[config.mk]
export PLATFORM = sky130hd
export DESIGN_NAME = mem_access_unit
export DESIGN_NICKNAME = d
export VERILOG_FILES = /design/src/rtl/pipe_mem_pkg.sv /design/src/rtl/mem_lane_fmt.sv /design/src/rtl/mem_access_unit.sv
export SDC_FILE = /design/constraint.sdc
export NUM_CORES = 1
export LEC_CHECK = 0
export CAP_MARGIN = 10
export CORE_AREA = 2 2 88 133
export CTS_BUF_LIST = sky130_fd_sc_hd__clkbuf_8
export DETAILED_ROUTE_END_ITERATION = 10
export DIE_AREA = 0 0 90 135
export PLACE_DENSITY = 0.87
export SYNTH_ARGS = -nofsm -noshare
export SYNTH_HDL_FRONTEND = slang
export SYNTH_SLANG_ARGS = --single-unit
[constraint.sdc]
create_clock -name i_clk -period 4.53 [get_ports i_clk]
set_clock_uncertainty 0.1 [all_clocks]
set_input_delay 0.453 -clock i_clk [delete_from_list [all_inputs] [get_ports i_clk]]
set_output_delay 0.453 -clock i_clk [all_outputs]
set_load 0.02 [all_outputs]
[src/rtl/pipe_mem_pkg.sv]
// pipe_mem_pkg: shared size encodings, FSM states and alignment helper for the memory stage
package pipe_mem_pkg;
    localparam logic [1:0] SZ_WORD = 2'b00;
    localparam logic [1:0] SZ_HALF = 2'b01;
    localparam logic [1:0] SZ_BYTE = 2'b10;

    typedef enum logic [1:0] {ST_IDLE, ST_BUSY, ST_DONE} state_t;

    // size 2'b11 falls into the word branch, so it is checked like a word
    function automatic logic is_aligned(input logic [1:0] size, input logic [1:0] lo);
        return (size == SZ_BYTE) ? 1'b1 : (size == SZ_HALF) ? ~lo[0] : (lo == 2'b00);
    endfunction
endpackage

[src/rtl/mem_lane_fmt.sv]
// mem_lane_fmt: byte lane steering for stores and lane extraction/extension for loads
//   i_size      access size (SZ_WORD/SZ_HALF/SZ_BYTE, 2'b11 acts as word)
//   i_addr_lo   byte offset within the word
//   i_unsigned  1 = zero-extend sub-word loads, 0 = sign-extend
//   i_wdata     right-justified store data
//   i_rdata     raw bus read word
//   o_be        byte enables, bit 0 = bits 7:0
//   o_wdata     lane-replicated store data
//   o_rdata     formatted load result
module mem_lane_fmt
    import pipe_mem_pkg::*;
(
    input  logic [1:0]  i_size,
    input  logic [1:0]  i_addr_lo,
    input  logic        i_unsigned,
    input  logic [31:0] i_wdata,
    input  logic [31:0] i_rdata,
    output logic [3:0]  o_be,
    output logic [31:0] o_wdata,
    output logic [31:0] o_rdata
);
    logic [7:0]  w_byte;
    logic [15:0] w_half;

    always_comb begin
        w_byte  = i_rdata[{i_addr_lo, 3'b000} +: 8];
        w_half  = i_addr_lo[1] ? i_rdata[31:16] : i_rdata[15:0];
        o_be    = (i_size == SZ_BYTE) ? (4'b0001 << i_addr_lo) :
                  (i_size == SZ_HALF) ? (i_addr_lo[1] ? 4'b1100 : 4'b0011) : 4'b1111;
        o_wdata = (i_size == SZ_BYTE) ? {4{i_wdata[7:0]}} :
                  (i_size == SZ_HALF) ? {2{i_wdata[15:0]}} : i_wdata;
        o_rdata = (i_size == SZ_BYTE) ? {{24{~i_unsigned & w_byte[7]}}, w_byte} :
                  (i_size == SZ_HALF) ? {{16{~i_unsigned & w_half[15]}}, w_half} : i_rdata;
    end
endmodule

[src/rtl/mem_access_unit.sv]
// mem_access_unit: memory-stage load/store sequencer between the pipeline and a req/ack bus
//   i_clk, i_rst_n         clock, synchronous active-low reset
//   i_mem_read_m/_write_m  load/store request (store wins when both set)
//   i_size_m, i_load_unsigned_m, i_alu_out_m, i_write_data_m   access description
//   o_bus_req/_we/_addr/_wdata/_be, i_bus_ack, i_bus_rdata      bus transaction
//   o_stall_m              holds the pipeline while an access is outstanding
//   o_read_data_m          formatted load result
//   o_misalign_m, o_timeout_m   one-cycle error flags
module mem_access_unit
    import pipe_mem_pkg::*;
#(
    parameter int TIMEOUT_CYC = 64
) (
    input  logic        i_clk,
    input  logic        i_rst_n,
    input  logic        i_mem_read_m,
    input  logic        i_mem_write_m,
    input  logic [1:0]  i_size_m,
    input  logic        i_load_unsigned_m,
    input  logic [31:0] i_alu_out_m,
    input  logic [31:0] i_write_data_m,
    output logic        o_bus_req,
    output logic        o_bus_we,
    output logic [31:0] o_bus_addr,
    output logic [31:0] o_bus_wdata,
    output logic [3:0]  o_bus_be,
    input  logic        i_bus_ack,
    input  logic [31:0] i_bus_rdata,
    output logic        o_stall_m,
    output logic [31:0] o_read_data_m,
    output logic        o_misalign_m,
    output logic        o_timeout_m
);
    localparam int CW = $clog2(TIMEOUT_CYC + 1);

    state_t      r_state;
    logic [CW-1:0] r_cnt;
    logic        r_bus_req;
    logic        r_bus_we;
    logic [31:0] r_bus_addr;
    logic [31:0] r_bus_wdata;
    logic [3:0]  r_bus_be;
    logic [1:0]  r_size;
    logic        r_unsigned;
    logic [1:0]  r_addr_lo;
    logic [31:0] r_read_data;
    logic        r_misalign;
    logic        r_timeout;

    logic        w_req;
    logic        w_aligned;
    logic [1:0]  w_size;
    logic [1:0]  w_addr_lo;
    logic [3:0]  w_be;
    logic [31:0] w_wdata;
    logic [31:0] w_load;

    assign w_req     = i_mem_read_m | i_mem_write_m;
    assign w_aligned = is_aligned(i_size_m, i_alu_out_m[1:0]);
    // In IDLE the formatter steers the incoming store; otherwise it decodes the pending load.
    assign w_size    = (r_state == ST_IDLE) ? i_size_m : r_size;
    assign w_addr_lo = (r_state == ST_IDLE) ? i_alu_out_m[1:0] : r_addr_lo;

    mem_lane_fmt u_fmt (
        .i_size     (w_size),
        .i_addr_lo  (w_addr_lo),
        .i_unsigned (r_unsigned),
        .i_wdata    (i_write_data_m),
        .i_rdata    (i_bus_rdata),
        .o_be       (w_be),
        .o_wdata    (w_wdata),
        .o_rdata    (w_load)
    );

    always_ff @(posedge i_clk) begin
        if (!i_rst_n) begin
            r_state     <= ST_IDLE;
            r_cnt       <= '0;
            r_bus_req   <= 1'b0;
            r_bus_we    <= 1'b0;
            r_bus_addr  <= '0;
            r_bus_wdata <= '0;
            r_bus_be    <= '0;
            r_size      <= SZ_WORD;
            r_unsigned  <= 1'b0;
            r_addr_lo   <= '0;
            r_read_data <= '0;
            r_misalign  <= 1'b0;
            r_timeout   <= 1'b0;
        end else begin
            r_misalign <= 1'b0;
            r_timeout  <= 1'b0;
            case (r_state)
                ST_IDLE: begin
                    if (w_req && w_aligned) begin
                        r_bus_req   <= 1'b1;
                        r_bus_we    <= i_mem_write_m;
                        r_bus_addr  <= {i_alu_out_m[31:2], 2'b00};
                        r_bus_wdata <= w_wdata;
                        r_bus_be    <= w_be;
                        r_size      <= i_size_m;
                        r_unsigned  <= i_load_unsigned_m;
                        r_addr_lo   <= i_alu_out_m[1:0];
                        r_cnt       <= '0;
                        r_state     <= ST_BUSY;
                    end else if (w_req) begin
                        r_misalign <= 1'b1;
                    end
                end
                ST_BUSY: begin
                    // ack is tested first so an ack on the last allowed cycle still completes
                    if (i_bus_ack) begin
                        r_bus_req <= 1'b0;
                        if (!r_bus_we)
                            r_read_data <= w_load;
                        r_state <= ST_DONE;
                    end else if (r_cnt == CW'(TIMEOUT_CYC - 1)) begin
                        r_bus_req   <= 1'b0;
                        r_read_data <= '0;
                        r_timeout   <= 1'b1;
                        r_state     <= ST_DONE;
                    end else begin
                        r_cnt <= r_cnt + CW'(1);
                    end
                end
                ST_DONE: r_state <= ST_IDLE;
                default: r_state <= ST_IDLE;
            endcase
        end
    end

    // stall rises in the request cycle itself so the pipeline never moves past an accepted access
    assign o_stall_m     = i_rst_n && (((r_state == ST_IDLE) && w_req && w_aligned) || (r_state == ST_BUSY));
    assign o_bus_req     = r_bus_req;
    assign o_bus_we      = r_bus_we;
    assign o_bus_addr    = r_bus_addr;
    assign o_bus_wdata   = r_bus_wdata;
    assign o_bus_be      = r_bus_be;
    assign o_read_data_m = r_read_data;
    assign o_misalign_m  = r_misalign;
    assign o_timeout_m   = r_timeout;
endmodule

==> out/qor.txt, run 1 <==
Crit-path slowest cell = clkdlybuf4s50_1
Number of synthesized flops with an enable pin = 0
CP Launch Type = input pin
XOR/XNOR Fraction of Synth Area = 1.02%
Fin Hold WS = 0.362 ns
Fill cells = 842
GP Congestion = 0.858
Setup bufs post-CTS = 0
Initial core utilization = 47.3%
Wire length of the first global-routing pass = 25600 um
Status = completed
Via count = 5049
Crit-path cells = clkdlybuf4s50_1 > nand2b_1 > a21oi_1 > o21ai_4 > a21boi_0 > clkdlybuf4s50_1
Synth Area in Compound Gates = 25.2%
Design area = 0.00774 mm2
Placed Instance Area = 0.00725 mm2
Relative slew margins = 32.6%
# nets final = 839
DRT Wirelength = 16200 um
Area Growth Syn to Fin = 49.7%
Area share of and/or/nand/nor cells after synthesis = 16.2%
Final Hold Fails = 0
Core area = 0.0109 mm2
Synth Area in Adders = 0.242%
Initial drt markers = 220
Synth cell types = 59
Pre-antenna DRT Iters = 6
Synthesized area per cell = 9.46 um2
Max-Cap Viols = 0
Hold crit path type = flip-flop to flip-flop
Cell taking the most area after synthesis = dfxtp_1
Post-synthesis mux area share = 8.20%
Root Driver = clkbuf_8
Final Cycle Share = 64.6%
Hold Buf Count CTS = 0
Post-CTS Resized = 0
Count of pins over their slew limit = 0
Crit. End Element = primary output
Setup TNS = 0 ns
Register clock-pin slew on the reported worst setup and hold paths = 0.07 ns
Worst-skew pair later-pin latency = 0.43 ns
RSZ-0062 raised after global routing = false
Synth top area share = 44.9%
Horiz. Die Dim = 90 um
Antenna violations before repair = 1
Finish-stage setup viols = 0
Worst-margin pin slew = 1.01 ns
Crit path kind = input pin to primary output
GRT overflow = 0
Critical path's largest stage delay = 0.66 ns
Die ar. = 0.0122 mm2
# IOs = 209
Vias in the first global route = 5102
Post-DP HPWL = 11800 um
CTS sink cnt = 116
GRT Util Overall = 26.5%
Minimum clock period = 2.93 ns
Reg2Reg Setup Slack = 1.78 ns
Data required, critical path = 3.98 ns
Fmax = 342 MHz
Setup WS pre-CTS = 1.31 ns
Main combinational cell family by area after synthesis = compound AO/OA/AOI/OAI gates
Setup WS post-layout = 1.60 ns
Synthesized cell area = 0.00517 mm2
Power density cells = 380 mW/mm2
Via density per instance = 5.64
Die Ht = 135 um
CTS Buffer Depth = 2
Top FF cell, synth = dfxtp_1
# rows = 47
Post-route ant nets = 0
Htree depth = 4
Crit path DAT = 2.37 ns
Post-synthesis sequential area ratio = 44.9%
Synthesis-stage register bit count = 116
Max IR drop VDD = 236 uV
Post-Synthesis Cells = 547
Worst Path Max Fanout = 4
Cell mode on critical path = clkdlybuf4s50_1
Top cells by area, synth = dfxtp_1, nand2_1, a21boi_0
Share of layout cells above drive strength 1 = 7.90%
CTS tree = done
Ys Warns = 0
Cts bufs inserted = 17
PortBufs = 206
WL/cell = 18.1 um
Leak = 3.09 nW
Largest net degree at the start of global routing = 100
Ys async rst share = 0%
Post-route DRC = 0
[worst max-delay path: cells and delay by family]
kind	cells	cell delay [ns]
simple gates	1	0.19
buf+inv	2	1.12
compound gates	3	0.60
[path summary, 6_finish.rpt]
path	from	to	depth (start not counted)
max	i_size_m[1]	o_stall_m	6
min	r_cnt[6]	r_cnt[6]	2
max reg2reg	r_state[1]	o_read_data_m[6]	6
min reg2reg	r_cnt[6]	r_cnt[6]	2
[layer usage]
layer | vias to the layer above | share of wire [%] | wire length, um | GRT usage, %
li1 | 2364 | - | - | -
met1 | 2373 | 35 | 5740 | 26.7
met2 | 253 | 52 | 8390 | 47.6
met3 | 59 | 8.3 | 1340 | 8.98
met4 | 0 | 4.6 | 747 | 15.2
met5 | - | 0 | 0 | 0
[cell usage in the layout, fill, tap and decap left out, types with 2 or more instances in the layout]
cell	n
o21a_1	5
or3_4	2
a21boi_0	49
a211oi_1	7
and4_1	2
xor2_1	5
nor2b_1	4
conb_1	2
nor3_1	5
nand2b_1	4
o22ai_1	6
mux2_2	2
nand3_1	4
nand4_1	2
bufinv_16	6
buf_4	4
clkinvlp_4	2
dfxtp_1	116
o21ai_0	6
a222oi_1	8
o31a_1	2
inv_1	2
clkdlybuf4s50_1	205
o211ai_1	7
clkinv_4	3
mux2_1	6
a221o_1	17
o211a_1	25
and2_1	3
nor2_1	12
mux2i_1	32
clkbuf_8	19
a21oi_1	6
nor3b_1	4
a221o_2	6
nand2_1	131
[cells in the mapped netlist (5+ instances only)]
cell type    n
nand2_1    131
dfxtp_1    116
a21boi_0    49
mux2i_1     32
clkbuf_1    27
o211a_1     25
a221o_1     17
nor2_1      12
a222oi_1     8
a211oi_1     7
o211ai_1     7
a21oi_1      6
a221o_2      6
mux2_1       6
o21a_1       6
o21ai_0      6
o22ai_1      6
buf_2        5
buf_6        5
nor3_1       5
xor2_1       5
[stage by stage]
| stage | util [%] | cells | power [mW] |
|---|---|---|---|
| 2_1_floorplan | - | 548 | 1.49 |
| 3_3_place_gp | 66.3 | 862 | 1.77 |
| 3_5_place_dp | 66.3 | 862 | 1.79 |
| 4_1_cts | 70.8 | 894 | 2.97 |
| 5_1_grt | 70.8 | 895 | 3.06 |
| 6_report | 70.8 | 895 | 2.95 |
[layout make-up]
| cell class | instances | area [um2] | share of cell area [%] |
|---|---|---|---|
| Clock buffer | 19 | 262 | 3.38 |
| Inverter | 1 | 3.75 | 0.0485 |
| Multi-Input combinational cell | 388 | 2650 | 34.3 |
| Clock inverter | 13 | 230 | 2.97 |
| Antenna cell | 1 | 2.50 | 0.0323 |
| Timing Repair Buffer | 210 | 2090 | 26.9 |
| Sequential cell | 116 | 2320 | 30.0 |
| Tap cell | 147 | 184 | 2.37 |
[registers in the layout, indices dropped and copies added (netlist names), 2 cells and up]
signal	cells
r_state	2
r_addr_lo	2
o_bus_be	4
r_size	2
o_bus_addr	30
r_cnt	7
o_bus_wdata	32
o_read_data_m	32
[logic make-up after synthesis]
logic type | Yosys count
other | 1
flip-flops | 116
AO/OA/AOI/OAI | 154
adder cells (fa/ha/maj) | 1
XOR/XNOR | 6
buffers and inverters | 44
multiplexers | 41
AND/OR/NAND/NOR | 184
[power breakdown]
| group | switching (mW) | internal, mW |
|---|---|---|
| Combinational | 0.326 | 0.308 |
| Sequential | 0.0436 | 1.09 |
| Clock | 0.435 | 0.740 |
Power figures use the tool's default switching activity.
==> inputs of run 2 (changes only) <==
- CORE_AREA: 2 2 88 133 -> 2 2 96 145
- DIE_AREA: 0 0 90 135 -> 0 0 98 147
- PLACE_DENSITY: 0.87 -> 0.78
- clock period: 4.53 -> 2.4 ns (I/O delays scaled with it)
==> out/qor.txt, run 2 (synthesized netlist as in run 1, its figures left out) <==
# IOs = 209 (unchanged)
Finish-stage setup viols = 0 (unchanged)
Register clock-pin slew on the reported worst setup and hold paths = 0.07 ns (about the same)
Minimum clock period = 2.22 ns
Setup WS pre-CTS = -0.0880 ns (was 1.31 ns)
Final Hold Fails = 0 (unchanged)
Max-Cap Viols = 0 (unchanged)
Largest net degree at the start of global routing = 81 (was 100)
Hold Buf Count CTS = 0 (unchanged)
Most frequent cells in the layout = clkdlybuf4s50_1, nand2_1, dfxtp_1 (unchanged)
Pre-antenna DRT Iters = 4 (was 6)
Die Ht = 147 um (was 135 um)
Power density cells = 697 mW/mm2 (was 380 mW/mm2)
PortBufs = 206 (unchanged)
Fmax = 451 MHz
Fin cells = 938 (was 895)
Horiz. Die Dim = 98 um (was 90 um)
Via count = 5060 (was 5049)
Wire length of the first global-routing pass = 25900 um (was 25600 um)
GRT overflow = 0 (unchanged)
Worst-margin pin slew = 0.710 ns (was 1.01 ns)
Leak = 3.24 nW (was 3.09 nW)
Vias in the first global route = 5207 (was 5102)
Post-route ant nets = 0 (unchanged)
Cts bufs inserted = 17 (unchanged)
Initial core utilization = 39.2% (was 47.3%)
Cell count after placement = 905 (was 862)
GP Congestion = 0.846 (was 0.858)
Crit. End Element = flip-flop (was primary output)
# nets final = 868 (was 839)
RSZ-0062 raised after global routing = false (unchanged)
Relative slew margins = 52.7% (was 32.6%)
Worst Path Max Fanout = 32 (was 4)
Placed Instance Area = 0.00754 mm2 (was 0.00725 mm2)
R2R depth = 5 (was 6)
Root Driver = clkbuf_8 (unchanged)
Die ar. = 0.0144 mm2 (was 0.0122 mm2)
Initial drt markers = 183 (was 220)
CTS tree = done (unchanged)
CP Launch Type = flip-flop (was input pin)
Critical path's largest stage delay = 0.58 ns (was 0.66 ns)
Max IR drop VDD = 437 uV (was 236 uV)
Core area = 0.0132 mm2 (was 0.0109 mm2)
Design area = 0.00803 mm2 (was 0.00774 mm2)
DRT Wirelength = 16300 um (was 16200 um)
Area Growth Syn to Fin = 55.2% (was 49.7%)
Setup WS post-layout = 0.183 ns (was 1.60 ns)
Data required, critical path = 2.61 ns (was 3.98 ns)
Reg2Reg Setup Slack = 0.18 ns (was 1.78 ns)
Share of layout cells above drive strength 1 = 11.6% (was 7.90%)
R2R Path End = o_read_data_m[16] (was o_read_data_m[6])
Hold crit path type = input pin to flip-flop (was flip-flop to flip-flop)
Final Cycle Share = 92.4%
Crit-path slowest cell = o311a_2 (was clkdlybuf4s50_1)
GRT Util Overall = 22.2% (was 26.5%)
Post-DP HPWL = 11900 um (was 11800 um)
Fill cells = 1125 (was 842)
Antenna violations before repair = 0 (was 1)
Status = completed (unchanged)
Commonest non-fill, non-tap cell in the layout = clkdlybuf4s50_1 (unchanged)
Htree depth = 4 (unchanged)
# rows = 52 (was 47)
Worst R2R Start = r_cnt[0] (was r_state[1])
Post-route DRC = 0 (unchanged)
CTS Buffer Depth = 2 (unchanged)
Crit path DAT = 2.43 ns (was 2.37 ns)
Worst-case hold path end point = o_read_data_m[7] (was r_cnt[6])
Crit-path cells = ha_1 > nor2b_1 > nand2_1 > o311a_2 > a221o_2 (was clkdlybuf4s50_1 > nand2b_1 > a21oi_1 > o21ai_4 > a21boi_0 > clkdlybuf4s50_1)
Worst-skew pair later-pin latency = 0.42 ns (was 0.43 ns)
Crit path kind = flip-flop to flip-flop (was input pin to primary output)
CTS sink cnt = 116 (unchanged)
WL/cell = 17.4 um (was 18.1 um)
Via density per instance = 5.39 (was 5.64)
Hold depth = 4 (was 2)
Min-delay src = i_rst_n (was r_cnt[6])
# diodes = 0 (was 1)
Count of pins over their slew limit = 0 (unchanged)
==> run 2: cell types whose count changed in the layout (fill, tap and decap cells not counted), sizes merged <==
cell           change
clkdlybuf4s50      -1
clkinvlp           +1
buf               +29
clkbuf             -1
diode              -1
dlygate4sd2        +1
==> run 2: power by group <==
group | total, mW | switching, mW | internal, mW
clock | 2.19 | 0.825 | 1.36
sequential | 2.15 | 0.0832 | 2.06
combinational | 1.26 | 0.625 | 0.639
total | 5.60 | 1.53 | 4.07
==> run 2: final cells by class <==
| type | instances | area [um2] | area share [%] |
|---|---|---|---|
| clock buffers | 18 | 248 | 3.08 |
| multi-input cells | 388 | 2650 | 33.0 |
| well taps | 162 | 203 | 2.52 |
| flip-flops and latches | 116 | 2320 | 28.9 |
| repair buffers | 239 | 2370 | 29.5 |
| inverters | 1 | 3.75 | 0.0467 |
| clock inverters | 14 | 234 | 2.91 |
==> run 2: metrics by stage <==
| step | hold slack [ns] | util [%] | setup TNS [ns] | power, mW |
|---|---|---|---|---|
| 3_5_place_dp | 0.347 | 57.1 | -1.60 | 3.45 |
| 3_3_place_gp | 0.334 | 57.1 | -0.293 | 3.42 |
| 6_report | 0.215 | 60.8 | 0 | 5.60 |
| 5_1_grt | 0.218 | 60.8 | 0 | 5.84 |
| 4_1_cts | 0.190 | 60.7 | 0 | 5.64 |
| 2_1_floorplan | 0.219 | - | 0 | 2.81 |
==> run 2: worst max path at each step <==
stage	start	slack (ns)	end
2_1_floorplan	r_state[1]	0.31	o_read_data_m[6]
3_3_place_gp	i_bus_rdata[31]	-0.04	o_read_data_m[12]
3_5_place_dp	i_alu_out_m[0]	-0.09	o_read_data_m[17]
4_1_cts	r_state[0]	0.005	o_stall_m
5_1_grt	r_cnt[0]	0.06	o_read_data_m[16]
6_report	r_cnt[0]	0.18	o_read_data_m[16]
==> run 2: timing repair <==
item / in CTS / in global routing
cloned: 0 / 0
pin swaps: 0 / 1
buffers inserted: 0 / 1
gates resized for setup: 1 / 2
setup endpoints to repair: 1 / 8
==> run 2: routing by layer <==
layer	vias up	GRT usage (%)	share of wire, %
li1	2419	-	-
met1	2422	23.1	37
met2	183	41.1	53
met3	36	6.33	6.1
met4	0	9.58	3.2
met5	-	0	0
==> run 2: critical path: cells and delay by family, from the launching register on <==
kind            cells  cell delay (ns)
compound gates      2             1.04
flops               1             0.39
simple gates        2             0.33
fa+ha+maj           1             0.24
